<file path="src/rtl/prog_mem_loader_if.sv">
// Purpose: loader host-byte stream plus program-memory port A bundle.
// Latency: wiring only, no storage.
// Backpressure: rx_valid/rx_ready handshake; a byte moves when both are high.
// Ports: rx_data/rx_valid/rx_ready host link, cpu_addr fetch address in,
//        mem_addr/mem_wdata/mem_we to BRAM port A, cpu_rst/busy/load_done/load_err status.
// master = host/processor side, slave = loader.
interface prog_mem_loader_if;
    logic [7:0]  rx_data;
    logic        rx_valid;
    logic        rx_ready;
    logic [9:0]  cpu_addr;
    logic [9:0]  mem_addr;
    logic [17:0] mem_wdata;
    logic [3:0]  mem_we;
    logic        cpu_rst;
    logic        busy;
    logic        load_done;
    logic        load_err;

    modport master (
        output rx_data, rx_valid, cpu_addr,
        input  rx_ready, mem_addr, mem_wdata, mem_we, cpu_rst, busy, load_done, load_err
    );

    modport slave (
        input  rx_data, rx_valid, cpu_addr,
        output rx_ready, mem_addr, mem_wdata, mem_we, cpu_rst, busy, load_done, load_err
    );
endinterface

</file>
<file path="src/rtl/prog_mem_loader.sv">
// Purpose: in-system loader and port-A arbiter for the 1K x 18 PicoBlaze program BRAM.
// Latency: one WRITE cycle per 3-byte word; cpu_addr -> mem_addr is combinational when idle.
// Backpressure: rx_ready low during WRITE, DONE and ERR; otherwise every byte is accepted.
// Ports: clk, rst_n (async active-low), bus (prog_mem_loader_if.slave).
// Frame: LOAD_CMD, ADDR_H, ADDR_L, CNT_H, CNT_L, CNT x {B2, B1, B0}.
// Optional: define LOADER_CHECKSUM_EN to append an XOR checksum byte to every frame.
module prog_mem_loader #(
    parameter logic [7:0]  LOAD_CMD    = 8'hA5,
    parameter int unsigned TIMEOUT_CYC = 1_000_000,
    parameter bit          BOOT_HOLD   = 1'b0
) (
    input  logic             clk,
    input  logic             rst_n,
    prog_mem_loader_if.slave bus
);
    localparam int            TW      = $clog2(TIMEOUT_CYC + 1);
    localparam logic [TW-1:0] TO_LAST = TW'(TIMEOUT_CYC - 1);

    typedef enum logic [3:0] {
        S_IDLE, S_ADDR_H, S_ADDR_L, S_CNT_H, S_CNT_L,
        S_B2, S_B1, S_B0, S_WRITE,
`ifdef LOADER_CHECKSUM_EN
        S_CHK,
`endif
        S_DONE, S_ERR
    } state_t;

    // State entered once the last word (or an empty frame) has been written.
`ifdef LOADER_CHECKSUM_EN
    localparam state_t FIN = S_CHK;
`else
    localparam state_t FIN = S_DONE;
`endif

    state_t        state_q, state_d;
    logic          acc;
    logic          cmd_acc;
    logic [15:0]   cnt_full;
    logic [9:0]    ptr_q;
    logic [1:0]    addr_h_q;
    logic [7:0]    cnt_h_q;
    logic [10:0]   remain_q;
    logic [1:0]    b2_q;
    logic [7:0]    b1_q;
    logic [7:0]    b0_q;
    logic [TW-1:0] idle_q;
    logic          cnt_run;
    logic          byte_wait;
    logic          timed_out;
    logic          cpu_rst_q;
    logic          load_err_q;
    logic          rx_ready_w;
    logic [3:0]    we_w;
    logic          busy_w;
    logic          done_w;
`ifdef LOADER_CHECKSUM_EN
    logic [7:0]    csum_q;
`endif

    assign acc      = bus.rx_valid & rx_ready_w;
    assign cmd_acc  = (state_q == S_IDLE) && acc && (bus.rx_data == LOAD_CMD);
    // Count is only complete while the low byte is on the bus.
    assign cnt_full = {cnt_h_q, bus.rx_data};

    // Idle counter runs for the whole frame; only byte-waiting states can time out.
    assign cnt_run   = !(state_q inside {S_IDLE, S_DONE, S_ERR});
    assign byte_wait = cnt_run && (state_q != S_WRITE);
    assign timed_out = byte_wait && !acc && (idle_q == TO_LAST);

    always_ff @(posedge clk or negedge rst_n) begin
        if (!rst_n) state_q <= S_IDLE;
        else        state_q <= state_d;
    end

    always_comb begin
        state_d = state_q;
        case (state_q)
            S_IDLE:   if (cmd_acc) state_d = S_ADDR_H;
            S_ADDR_H: if (acc) state_d = S_ADDR_L;
            S_ADDR_L: if (acc) state_d = S_CNT_H;
            S_CNT_H:  if (acc) state_d = S_CNT_L;
            S_CNT_L: begin
                if (acc) begin
                    if (cnt_full > 16'd1024)    state_d = S_ERR;
                    else if (cnt_full == 16'd0) state_d = FIN;
                    else                        state_d = S_B2;
                end
            end
            S_B2:     if (acc) state_d = S_B1;
            S_B1:     if (acc) state_d = S_B0;
            S_B0:     if (acc) state_d = S_WRITE;
            S_WRITE:  state_d = (remain_q == 11'd1) ? FIN : S_B2;
`ifdef LOADER_CHECKSUM_EN
            S_CHK:    if (acc) state_d = (bus.rx_data == csum_q) ? S_DONE : S_ERR;
`endif
            S_DONE:   state_d = S_IDLE;
            S_ERR:    state_d = S_IDLE;
            default:  state_d = S_IDLE;
        endcase
        if (timed_out) state_d = S_ERR;
    end

    always_comb begin
        rx_ready_w = 1'b1;
        we_w       = 4'b0000;
        busy_w     = 1'b1;
        done_w     = 1'b0;
        case (state_q)
            S_IDLE:  busy_w = 1'b0;
            S_WRITE: begin
                rx_ready_w = 1'b0;
                we_w       = 4'b1111;
            end
            S_DONE: begin
                rx_ready_w = 1'b0;
                done_w     = 1'b1;
            end
            S_ERR: begin
                rx_ready_w = 1'b0;
                busy_w     = 1'b0;
            end
            default: ;
        endcase
    end

    // Frame datapath: header capture, word assembly, pointer/remaining bookkeeping.
    always_ff @(posedge clk or negedge rst_n) begin
        if (!rst_n) begin
            ptr_q    <= '0;
            addr_h_q <= '0;
            cnt_h_q  <= '0;
            remain_q <= '0;
            b2_q     <= '0;
            b1_q     <= '0;
            b0_q     <= '0;
        end else begin
            if (acc) begin
                case (state_q)
                    S_ADDR_H: addr_h_q <= bus.rx_data[1:0];
                    S_ADDR_L: ptr_q    <= {addr_h_q, bus.rx_data};
                    S_CNT_H:  cnt_h_q  <= bus.rx_data;
                    S_CNT_L:  remain_q <= cnt_full[10:0];
                    S_B2:     b2_q     <= bus.rx_data[1:0];
                    S_B1:     b1_q     <= bus.rx_data;
                    S_B0:     b0_q     <= bus.rx_data;
                    default: ;
                endcase
            end
            if (state_q == S_WRITE) begin
                ptr_q    <= ptr_q + 10'd1;
                remain_q <= remain_q - 11'd1;
            end
        end
    end

    // Saturating idle counter; any accepted byte restarts the window.
    always_ff @(posedge clk or negedge rst_n) begin
        if (!rst_n)                          idle_q <= '0;
        else if (acc || !cnt_run)            idle_q <= '0;
        else if (idle_q != TO_LAST)          idle_q <= idle_q + 1'b1;
    end

    // cpu_rst is held through ERR so a half-loaded image never runs.
    always_ff @(posedge clk or negedge rst_n) begin
        if (!rst_n) begin
            cpu_rst_q  <= BOOT_HOLD;
            load_err_q <= 1'b0;
        end else begin
            if (cmd_acc)                  cpu_rst_q <= 1'b1;
            else if (state_q == S_DONE)   cpu_rst_q <= 1'b0;

            if (cmd_acc)                  load_err_q <= 1'b0;
            else if (state_d == S_ERR)    load_err_q <= 1'b1;
        end
    end

`ifdef LOADER_CHECKSUM_EN
    // Running XOR over every byte after the command, checked in CHK.
    always_ff @(posedge clk or negedge rst_n) begin
        if (!rst_n)                                                     csum_q <= '0;
        else if (cmd_acc)                                               csum_q <= '0;
        else if (acc && (state_q inside {S_ADDR_H, S_ADDR_L, S_CNT_H,
                                         S_CNT_L, S_B2, S_B1, S_B0}))   csum_q <= csum_q ^ bus.rx_data;
    end
`endif

    assign bus.rx_ready  = rx_ready_w;
    assign bus.mem_we    = we_w;
    assign bus.mem_addr  = busy_w ? ptr_q : bus.cpu_addr;
    assign bus.mem_wdata = {b2_q, b1_q, b0_q};
    assign bus.cpu_rst   = cpu_rst_q;
    assign bus.busy      = busy_w;
    assign bus.load_done = done_w;
    assign bus.load_err  = load_err_q;
endmodule

</file>
<file path="src/flat_wrapper.sv">
// flat-port wrapper written by rule: the top's interface ports become plain ports
module prog_mem_loader_flat 
#(
    parameter logic [7:0]  LOAD_CMD    = 8'hA5,
    parameter int unsigned TIMEOUT_CYC = 1_000_000,
    parameter bit          BOOT_HOLD   = 1'b0
)
  (clk, rst_n, bus_rx_data, bus_rx_valid, bus_cpu_addr, bus_rx_ready, bus_mem_addr, bus_mem_wdata, bus_mem_we, bus_cpu_rst, bus_busy, bus_load_done, bus_load_err);
  prog_mem_loader_if bus_i ();
  input  logic clk;
  input  logic rst_n;
  input wire logic [$bits(bus_i.rx_data)-1:0] bus_rx_data;
  input wire logic [$bits(bus_i.rx_valid)-1:0] bus_rx_valid;
  input wire logic [$bits(bus_i.cpu_addr)-1:0] bus_cpu_addr;
  output wire logic [$bits(bus_i.rx_ready)-1:0] bus_rx_ready;
  output wire logic [$bits(bus_i.mem_addr)-1:0] bus_mem_addr;
  output wire logic [$bits(bus_i.mem_wdata)-1:0] bus_mem_wdata;
  output wire logic [$bits(bus_i.mem_we)-1:0] bus_mem_we;
  output wire logic [$bits(bus_i.cpu_rst)-1:0] bus_cpu_rst;
  output wire logic [$bits(bus_i.busy)-1:0] bus_busy;
  output wire logic [$bits(bus_i.load_done)-1:0] bus_load_done;
  output wire logic [$bits(bus_i.load_err)-1:0] bus_load_err;
  assign bus_i.rx_data = bus_rx_data;
  assign bus_i.rx_valid = bus_rx_valid;
  assign bus_i.cpu_addr = bus_cpu_addr;
  assign bus_rx_ready = bus_i.rx_ready;
  assign bus_mem_addr = bus_i.mem_addr;
  assign bus_mem_wdata = bus_i.mem_wdata;
  assign bus_mem_we = bus_i.mem_we;
  assign bus_cpu_rst = bus_i.cpu_rst;
  assign bus_busy = bus_i.busy;
  assign bus_load_done = bus_i.load_done;
  assign bus_load_err = bus_i.load_err;
  prog_mem_loader #(.LOAD_CMD(LOAD_CMD), .TIMEOUT_CYC(TIMEOUT_CYC), .BOOT_HOLD(BOOT_HOLD)) u_core (.clk(clk), .rst_n(rst_n), .bus(bus_i));
endmodule
</file>
<file path="config.mk">
export PLATFORM = sky130hd
export DESIGN_NAME = prog_mem_loader_flat
export DESIGN_NICKNAME = d
export VERILOG_FILES = /design/src/rtl/prog_mem_loader_if.sv /design/src/rtl/prog_mem_loader.sv /design/src/flat_wrapper.sv
export SDC_FILE = /design/constraint.sdc
export NUM_CORES = 1
export LEC_CHECK = 0
export BUFFER_PORTS_ARGS = -buffer_cell sky130_fd_sc_hd__buf_2
export CORE_AREA = 5 5 94 96
export DETAILED_ROUTE_END_ITERATION = 16
export DIE_AREA = 0 0 99 101
export PLACE_DENSITY = 0.87
export SETUP_SLACK_MARGIN = 0.4
export SYNTH_ARGS = -nofsm -noshare
export SYNTH_HDL_FRONTEND = slang
export SYNTH_SLANG_ARGS = --single-unit
</file>
<file path="constraint.sdc">
create_clock -name clk -period 1.79 [get_ports clk]
set_input_delay 0.358 -clock clk [delete_from_list [all_inputs] [get_ports clk]]
set_output_delay 0.358 -clock clk [all_outputs]
set_load 0.005 [all_outputs]
</file>
==> impl_metrics.csv <==
group,metric,value,unit
clocking,clk_path_buf_depth,2,
timing,worst_pin_slew,0.727,ns
clocking,clk_latency,0.37,ns
route,wire_per_inst,26.5,um
pwr,p_seq_share,33.2,%
global_route,grt_pass1_vias,4335,
placement,hpwl,7800,um
timing,drv_slew,0,
yosys,synthTopCellsByCount,"dfrtp_1 (75), nor2_1 (53), mux2_2 (39)",
worst_setup_path,reg2reg_setup_slack,-0.47,ns
global_route,grt_overflow,0,
worst_setup_path,start_kind,"flip-flop",
worst_setup_path,path_cells,"buf_6 -> or3_4 -> or2_4 -> buf_6 -> buf_8 -> nor4_4 -> mux2i_1 -> a21o_1",
route,drt-total-wl,17300,um
yosys,yosysWarnings,0,
pwr,switchingPower,0.00380,W
yosys,synth_area_leaders,"dfrtp_1 (47%), mux2_2 (11%), nor2_1 (5.0%)",
clocking,htreeDepth,3,
clocking,cts-buffers-inserted,9,
worst_setup_path,critical_path.top_delay_family,"simple AND/OR/NAND/NOR gates",
clocking,tritoncts,"yes",
global_route,grt.total_usage,29.5,%
placement,gp_congestion,0.897,
yosys,synth_fp_nets,428,
die,die_h,101,um
worst_setup_path,crit_buf_inv,3,
global_route,grt_max_degree,33,
final_layout,seq_area,1880,um^2
yosys,ys_seq_area_share,47.0,%
placement,dp_cells,587,
final_layout,area_growth,57.3,%
yosys,synthFlopType,"dfrtp_1",
global_route,antenna_found_initial,0,
die,dieWidth,99,um
final_layout,multi_input_area,2710,um^2
timing,fin_crit_sh,126,%
worst_setup_path,cp_slowest_stage_delay,0.46,ns
pwr,powerDensity,1440,nW/um^2
hold_path,holdCritPathClass,"in -> reg",
yosys,yosysMostFrequentCell,"dfrtp_1",
outcome,status,"finished, violations left",
final_layout,fin_cells,651,
route,first_iter_violations,413,
yosys,synth_seq_cells,75,
timing,setup_viol,71,
final_layout,fillers,389,
placement,port_buffers,57,
die,core-area,7970,um^2
final_layout,nets,566,
worst_setup_path,crit_required,2.10,ns
yosys,synth.top_cell.area_share,47.0,%
clocking,cts_num_sinks,75,
final_layout,diodes,0,
pwr,power.leakage,2.68,nW
timing,hold_viol,0,
pwr,comb_power_share,50.7,%
die,start_util,50.1,%
yosys,ys_async_sr_fraction,100,%
clocking,root_buffer,"clkbuf_8",
route,first_pass_iters,5,
placement,dp_slack,-0.397,ns
yosys,synth_cells,403,
yosys,synth_cell_types,56,
route,drtAntennaViolNets,0,
clocking,path_clk_slew,0.09,ns
worst_setup_path,crit_type,"reg -> reg",
pwr,netSwitchingFraction,42.0,%
pwr,vdd.ir_drop.worst,0.000957,V
die,rows,33,
timing,rsz0062_at_grt,"true",
timing,finalCriticalPeriod,2.26,ns
pwr,p_int,0.00525,W
die,io_pins,58,
yosys,synth_edf_count,0,
worst_setup_path,arrival,2.56,ns
timing,relSlewSlack,51.1,%
yosys,synth_top_area_cell,"dfrtp_1",
timing,fin_skew,0.0207,ns
worst_setup_path,slowest_stage,"dfrtp_1",
route,vias_per_cell,6.67,
route,via_count,4344,
worst_setup_path,crit_top_cell,"buf_6",
worst_setup_path,cp-end-kind,"flip-flop",
pwr,pwr-share-clk,16.0,%
yosys,avgSynthCellArea,9.91,um^2
timing,setup_slack,-0.468,ns
yosys,synth_area,4000,um^2
final_layout,drive_above_1_share,56.4,%
global_route,grt_pass1_wl,23000,um
route,drc,0,
worst_setup_path,path_max_fanout,6,
outcome,violations,"setup timing",
die,dieArea,10000,um^2
timing,fmax,0.443,GHz
flow_run,maxCapViolCount,0,
## worst register-to-register path, stage by stage (launching register included)
cell and delay, ns:
dfrtp_1 0.46, buf_6 0.16, or3_4 0.40, or2_4 0.29, buf_6 0.14, buf_8 0.13
nor4_4 0.14, mux2i_1 0.33, a21o_1 0.15
## registers in the layout (all words and copies together), names as in the netlist
name / flops
u_core.addr_h_q: 2
u_core.remain_q: 11
u_core.idle_q: 20
u_core.state_q: 4
u_core.bus.cpu_rst: 1
u_core.ptr_q: 10
u_core.b1_q: 8
u_core.bus.load_err: 1
u_core.b2_q: 2
u_core.cnt_h_q: 8
u_core.b0_q: 8
## path summary, 6_finish.rpt
path,from,cells after the start,end
worst min-delay path,bus_rx_data[6],3,u_core.b0_q[6]
min in group asynchronous,rst_n,2,u_core.b1_q[2]
worst max register to register,u_core.state_q[1],8,u_core.remain_q[8]
worst min register to register,u_core.b1_q[6],1,u_core.b1_q[6]
worst max-delay path,u_core.state_q[1],8,u_core.remain_q[8]
max in group asynchronous,rst_n,3,u_core.state_q[2]
## cell usage in the layout, fill, tap and decap left out, drive strengths merged, types with 5 or more instances in the layout
master	n
a21oi	24
buf	143
clkbuf	10
dfrtp	75
inv	14
mux2	39
nand2	35
nand2b	6
nand3	20
nand4	7
nor2	56
nor3	8
nor4	5
o21ai	15
o22ai	5
or4	5
xnor2	11
xor2	9
## per-stage QoR
step           total power [W]  cell area [um^2]  TNS, ns  util (%)  hold slack (ns)
2_1_floorplan          0.00468              4240   -0.180         -           0.0624
3_3_place_gp           0.00552              4810   -0.538      60.4            0.348
3_5_place_dp           0.00570              4810    -1.03      60.4            0.352
4_1_cts                0.00780              5730   -10.80      71.9            0.399
5_1_grt                0.00936              6280   -22.36      78.9            0.432
6_report               0.00905              6280   -21.33      78.9            0.424
## cell type report
type | count | area share, %
clock buffer | 10 | 2.19
clock inverter | 6 | 1.13
inverter | 12 | 0.995
multi-input combinational | 299 | 43.1
sequential | 75 | 29.9
tap | 105 | 2.09
timing repair buffer | 144 | 20.6
## kinds of logic (layout without fill, tap and decap cells)
logic type | Yosys count | in the layout | synth area share, %
and+or+nand+nor | 162 | 165 | 21.1
DFF | 75 | 75 | 47.0
AOI/OAI and AO/OA | 68 | 68 | 10.7
muxes | 42 | 42 | 11.7
buffers and inverters | 32 | 172 | 3.82
xor gates and xnor gates | 20 | 20 | 4.38
adders and majority gates | 4 | 4 | 1.25
## power by group through the flow
stage | logic, W | clock network (W) | registers (W)
3_3_place_gp | 0.00274 | 0 | 0.00277
4_1_cts | 0.00356 | 0.00141 | 0.00283
2_1_floorplan | 0.00193 | 0 | 0.00274
3_5_place_dp | 0.00287 | 0 | 0.00283
6_report | 0.00459 | 0.00145 | 0.00301
5_1_grt | 0.00479 | 0.00153 | 0.00304
## routing by layer
metal | up-vias | GRT usage [%] | routed length (um)
met2 | 373 | 51.7 | 8300
met5 | - | 0 | 0
li1 | 1722 | - | -
met4 | 0 | 16.5 | 1470
met1 | 2109 | 32.9 | 5890
met3 | 140 | 7.20 | 1590
## timing repair
| item | 4_1_cts | 5_1_grt |
|---|---|---|
| setup buffers | 23 | 18 |
| hold buffers | 1 | 0 |
| pin swaps | 25 | 33 |
| hold endpoints to repair | 18 | 0 |
| gates cloned | 5 | 1 |
| endpoints found under the setup margin | 92 | 92 |
| resized for setup | 97 | 104 |
No activity file was read; power rests on OpenSTA's default activity.
